## src/rtl/uart_tx_line_arbiter.sv

```systemverilog
// Round-robin owner lock in front of one shared UART transmitter.
// An owner holds the line until it sends 0x0A or stays idle for TIMEOUT cycles.
module uart_tx_line_arbiter #(
   parameter int          NREQ     = 4,
   parameter int          TIMEOUT  = 1024,
   parameter logic [15:0] CNT_INIT = 16'h0000
) (
   input  logic              clk_in,
   input  logic              rst,
   input  logic [NREQ-1:0]   req_valid,
   input  logic [8*NREQ-1:0] req_data,
   output logic [NREQ-1:0]   req_ready,
   output logic [7:0]        tx_data,
   output logic              tx_start,
   input  logic              tx_busy,
   output logic [2:0]        grant_id,
   output logic              lock_active,
   output logic [15:0]       tx_count
);

   localparam int IW = (NREQ > 2) ? $clog2(NREQ) : 1;

   typedef enum logic [1:0] {IDLE, LOCKED, START, WAIT} state_t;

   state_t          state, state_n;
   logic [IW-1:0]   own, own_n;
   logic [IW-1:0]   last, last_n;
   logic [IW-1:0]   pick;
   logic            lock_n;
   logic            eol, eol_n;
   logic            first, first_n;
   logic [7:0]      data_n;
   logic [15:0]     cnt_n;
   logic [15:0]     idle, idle_n;
   logic            found;
   logic            own_valid;
   logic            hs;
   int              idx;

   assign own_valid = req_valid[own];
   assign hs        = (state == LOCKED) && own_valid && !tx_busy;
   assign tx_start  = (state == START);
   assign grant_id  = 3'(own);

   always_comb begin
      req_ready = '0;
      if (hs)
         req_ready[own] = 1'b1;
   end

   // Search starts just after the previous owner so every requester gets a turn.
   always_comb begin
      pick  = last;
      found = 1'b0;
      idx   = 0;
      for (int k = 1; k <= NREQ; k++) begin
         idx = int'(last) + k;
         if (idx >= NREQ)
            idx = idx - NREQ;
         if (!found && req_valid[IW'(idx)]) begin
            pick  = IW'(idx);
            found = 1'b1;
         end
      end
   end

   always_comb begin
      state_n = state;
      own_n   = own;
      last_n  = last;
      lock_n  = lock_active;
      eol_n   = eol;
      first_n = first;
      data_n  = tx_data;
      cnt_n   = tx_count;
      idle_n  = idle;
      unique case (state)
         IDLE: begin
            if (found) begin
               own_n   = pick;
               lock_n  = 1'b1;
               idle_n  = '0;
               state_n = LOCKED;
            end
         end
         LOCKED: begin
            if (hs) begin
               data_n  = req_data[8*int'(own) +: 8];
               cnt_n   = tx_count + 16'd1;
               idle_n  = '0;
               eol_n   = (data_n == 8'h0A);
               state_n = START;
            end else if (!own_valid) begin
               idle_n = idle + 16'd1;
               if (idle_n == 16'(TIMEOUT)) begin
                  idle_n  = '0;
                  lock_n  = 1'b0;
                  last_n  = own;
                  state_n = IDLE;
               end
            end
         end
         START: begin
            first_n = 1'b1;
            state_n = WAIT;
         end
         WAIT: begin
            // Busy only rises a cycle after the start pulse, so skip one look.
            if (first) begin
               first_n = 1'b0;
            end else if (!tx_busy) begin
               if (eol) begin
                  lock_n  = 1'b0;
                  last_n  = own;
                  state_n = IDLE;
               end else begin
                  state_n = LOCKED;
               end
            end
         end
      endcase
   end

   always_ff @(posedge clk_in or posedge rst) begin
      if (rst) begin
         state       <= IDLE;
         own         <= '0;
         last        <= IW'(NREQ - 1);
         lock_active <= 1'b0;
         eol         <= 1'b0;
         first       <= 1'b0;
         tx_data     <= 8'h00;
         tx_count    <= CNT_INIT;
         idle        <= '0;
      end else begin
         state       <= state_n;
         own         <= own_n;
         last        <= last_n;
         lock_active <= lock_n;
         eol         <= eol_n;
         first       <= first_n;
         tx_data     <= data_n;
         tx_count    <= cnt_n;
         idle        <= idle_n;
      end
   end

endmodule
```

## config.mk

```make
export PLATFORM = sky130hd
export DESIGN_NAME = uart_tx_line_arbiter
export DESIGN_NICKNAME = d
export VERILOG_FILES = /design/src/rtl/uart_tx_line_arbiter.sv
export SDC_FILE = /design/constraint.sdc
export NUM_CORES = 1
export LEC_CHECK = 0
export BUFFER_PORTS_ARGS = -buffer_cell sky130_fd_sc_hd__buf_2
export CORE_MARGIN = 2
export CORE_UTILIZATION = 50
export DETAILED_ROUTE_END_ITERATION = 7
export PLACE_DENSITY = 0.78
export SYNTH_ARGS = -nofsm -noshare
export SYNTH_HDL_FRONTEND = slang
export SYNTH_SLANG_ARGS = --single-unit
```

## constraint.sdc

```tcl
create_clock -name clk_in -period 6.1 [get_ports clk_in]
set_input_delay 1.83 -clock clk_in [delete_from_list [all_inputs] [get_ports clk_in]]
set_output_delay 1.83 -clock clk_in [all_outputs]
set_load 0.01 [all_outputs]
```

Word-level counts from Yosys, hierarchy flattened

Cells that the tools add are included.

Flip-flop bits (word level): 49
Input bits: 39
Output and inout port bits: 33

$add $sub $neg: 10
Order comparisons: 10
Equality and inequality tests: 14
Shifts and indexed selects: 1
Muxes and demuxes: 58
Reduce and logical (&&, ||, !) cells: 21

Operators with widths:

| kind                                                        | count |
|---|---|
| two-way mux 16 bit                                          | 4 |
| two-way mux 2 bit                                           | 20 |
| adder 16 x 1 -> 16 bit (second input constant)              | 2 |
| one-hot mux 16 bit (2 select lines)                         | 1 |
| indexed part select 32 x 6 -> 8 bit                         | 1 |
| two-way mux 1 bit                                           | 22 |
| equality test 16 x 11 -> 1 bit (second input constant)      | 1 |
| less-than comparator 2 x 4 -> 1 bit (second input constant) | 4 |
| != test 2 bit (second input constant)                       | 6 |
| binary-select mux 1 bit (select 2 bit)                      | 5 |
| >= comparator 3 bit (second input constant)                 | 3 |
| equality test 8 x 4 -> 1 bit (second input constant)        | 1 |
| one-hot mux 2 bit (4 select lines)                          | 1 |
| AND reduction 8 bit                                         | 1 |
| subtractor 2 x 1 -> 2 bit (second input constant)           | 4 |
| AND reduction 7 bit                                         | 1 |
| adder 2 x 2 -> 3 bit (second input constant)                | 2 |
| logical AND 1 bit                                           | 6 |
| nonzero test 2 bit                                          | 3 |
| AND reduction 5 bit                                         | 1 |
| adder 2 x 3 -> 4 bit (second input constant)                | 1 |
| equality test 2 bit (second input constant)                 | 2 |
| >= comparator 4 x 3 -> 1 bit (second input constant)        | 1 |
| logical NOT 1 bit                                           | 4 |
| 16 further kinds                                            | 17 |

Longest topological paths before layout

Depth after elaboration: 18
Gate-level depth with buffers: 9
Depth with buffers taken out: 7

Least setup slack after synthesis

Ideal clock, no wire load.

Path type: input port to output port
Start: input tx_busy
End: output req_ready[2]
Arrival: 2.512 ns
Slack: 1.758 ns
Stages: 3
Path buffers: 0
Cells stage by stage: nor3b_1 > nand2_1 > nor3_1

Longest elaborated chain between the ends: 3

Ends and longest elaborated chain:

| what               | line | source |
|---|---|---|
| start: declaration | 15   | `input logic tx_busy,` |
| logical NOT 1 bit  | n/a  |  |
| logical AND 1 bit  | 41   | `assign hs = (state == LOCKED) && own_valid && !tx_busy;` |
| two-way mux 4 bit  | 47   | `if (hs)` |
| end: declaration   | 12   | `output logic [NREQ-1:0] req_ready,` |

Every way passes these cells.

Worst setup path after layout

Ends and elaborated chain as after synthesis.

==> metrics.md <==
| Metric | Value |
|---|---|
| Vias per cell | 5.595 |
| Inst Count DP | 441 |
| Worst Hold Class | register to register |
| Post-synthesis sequential area ratio | 40.48% |
| Syn Nets | 359 |
| Max Freq | 219.9 MHz |
| Largest net degree at the start of global routing | 50 |
| CTS tree | done |
| Die Y | 81.92 um |
| Avg WL per Cell | 14.22 um |
| Final Max Slew Viols | 0 |
| Antenna-violating nets left | 0 |
| GPL Wtd Cong | 0.9007 |
| Area leader, netlist | dfrtp_1 |
| Via count | 2512 |
| Slowest-stage cell, CP | nor3b_1 |
| Setup TNS Final | 0 ps |
| CTS HTree Levels | 2 |
| Vias in the first global route | 2308 |
| Worst path buffer plus inverter count | 2 |
| Largest cells by area after synthesis | dfrtp_1 (39%), nand2_1 (7.9%), mux4_2 (6.7%) |
| Crit-path cells | buf_2, nor3b_1, nand2_1, nor3_1, buf_2 |
| CP delay by family, top | simple AND/OR/NAND/NOR gates |
| Primary FF master, synth | dfrtp_1 |
| CP arrival | 2720 ps |
| Number of diodes | 0 |
| CTS Buffer Depth | 2 |
| Buffers on Ports | 70 |
| Initial core utilization | 51.57% |
| Total gr overflow | 0 |
| Ys Warns | 0 |
| DIE AREA | 0.006710 mm2 |
| Worst hold margin | 461.9 ps |
| Initial drt markers | 130 |
| Die Wd | 81.92 um |
| Critical path fanouts, max | 5 |
| Async SR Flop Fraction | 100.0% |
| Drt drc | 0 |
| Mapped Cells | 318 |
| Layout cells sized above 1 | 28.34% |
| Synth unique cells | 57 |
| Outcome | complete, no violations |
| Fin crit share | 74.56% |
| Most frequent cells in the layout | buf_2 (70), nand2_1 (64), dfrtp_1 (47) |
| Post-layout nets | 414 |
| Largest stage delay on the critical path | 380 ps |
| Clk_skew | 5.329 ps |
| Post-synth EDFFs | 0 |
| RSZ-0062 raised after global routing | no |
| Critical Path Most Common Cell | buf_2 |
| Final hold violation count | 0 |
| First-pass GRT wire length | 10690 um |
| Drt first pass iters | 4 |
| Startpoint Class | input pin |
| Setup-failing EPs final | 0 |
| Syn avg cell area | 9.545 um2 |
| Fillers | 513 |
| Critical path class | input pin to output port |
| Area delta synth->final | 12.24% |
| Data required, critical path | 4270 ps |
| Post-Syn Area | 0.003035 mm2 |
| Peak VDD IR | 0.2224 mV |
| Static Leak | 1.608 nW |
| Core footprint | 0.005886 mm2 |
| Yosys top cell area share | 38.75% |
| Layout Cells excl Fill | 449 |
| CTS Buf Count | 5 |
| Min Tclk post-route | 4548 ps |
| Root buffer cell | clkbuf_8 |
| Flops & latches, synth | 49 |
| Clk Latency, worst-skew pair | 310 ps |
| Clk sinks | 49 |
| Dpl hpwl | 4633 um |
| Standard-cell rows | 28 |
| Leading cell type in the layout, fill and taps excluded | buf_2 |
| GRT Total Usage | 20.37% |
| DRT Wirelength | 6383 um |
| Maxcap violations | 0 |
| Slew HR | 33.10% |
| Critical path endpoint category | output port |
| IO Count | 72 |
| Initial antenna violation count | 0 |
| Worst-Margin Slew | 1002 ps |
| Pwr dens | 336.3 mW/mm2 |
| CTS clk-pin slew, worst paths | 100 ps |
| Post-CTS sizing | 0 |
| Post-CTS Setup Bufs | 0 |
| Post-CTS Hold Buffers | 0 |
[cells in the mapped netlist (4+ instances only)]
cell type / instances
a21oi_1: 13
a31oi_1: 4
and3_1: 4
buf_6: 7
clkbuf_1: 7
clkbuf_8: 4
dfrtp_1: 47
inv_1: 8
mux4_2: 9
nand2_1: 64
nand2b_1: 4
nand3_1: 11
nand4_1: 7
nor2_1: 25
nor3_1: 6
nor4_1: 4
o21ai_0: 17
o31ai_1: 7
xnor2_1: 9
xor2_1: 8
[cell type report]
| type | instances | area [um2] | share of cell area [%] |
|---|---|---|---|
| clock buffers | 5 | 68.82 | 2.020 |
| clock inverters | 3 | 43.79 | 1.285 |
| inverters | 8 | 30.03 | 0.8814 |
| multi-input cells | 239 | 1592 | 46.71 |
| flip-flops and latches | 49 | 1229 | 36.06 |
| well taps | 75 | 93.84 | 2.754 |
| repair buffers | 70 | 350.3 | 10.28 |
[worst paths after layout]
check | cells after the start | endpoint | slack [ps] | startpoint
hold / removal | 1 | tx_count[15] | 460 | tx_count[15]
setup reg to reg | 6 | idle[6] | 2690 | own[1]
min in group asynchronous | 2 | tx_count[13] | 1750 | rst
hold reg to reg | 1 | tx_count[15] | 460 | tx_count[15]
setup / recovery | 5 | req_ready[2] | 1550 | tx_busy
max in group asynchronous | 2 | idle[9] | 3730 | rst
[registers in the layout, indices dropped and copies added (netlist names), named ones only]
name         count
last             2
lock_active      1
tx_data          8
idle            16
tx_count        16
state            1
own              2
eol              1
first            1
[routing by layer]
layer / track usage, % / wire, um
met1: 26.60 / 2891
met2: 33.66 / 3081
met4: 8.333 / 132
met3: 3.297 / 277
met5: 0 / 0
[stage by stage]
stage | power (W) | instance area [um2] | util, % | setup WS [ps]
after global placement | 0.0009017 | 3294 | 55.97 | 1564
after detailed placement | 0.0009129 | 3294 | 55.97 | 1547
final | 0.001146 | 3407 | 57.89 | 1552
after CTS | 0.001156 | 3407 | 57.89 | 1545
after floorplan | 0.0008355 | 3035 | - | 1758
after global routing | 0.001226 | 3407 | 57.89 | 1393
[worst register-to-register path: stages, from the launching register on]
cell and delay, ps:
dfrtp_1 740, mux4_2 600, nand2_1 340, nand3_1 570, nor2_1 410, nand2_1 320
o31ai_1 350
[cell families after synthesis]
group	count (synthesis)	share of synthesized area, %
AOI/OAI and AO/OA	57	13.03
adders and majority gates	2	0.8243
muxes	15	9.027
DFF	49	40.48
buffers and inverters	30	7.090
xor gates and xnor gates	17	4.905
other	1	0.1235
and+or+nand+nor	147	24.53
[where the power goes]
part | internal, W | switching [W] | total, W
combinational | 0.000183 | 0.000237 | 0.000420
sequential | 0.000388 | 0.0000995 | 0.000488
clock | 0.000123 | 0.000116 | 0.000239
Note: power is estimated with default switching activity, not from simulation.
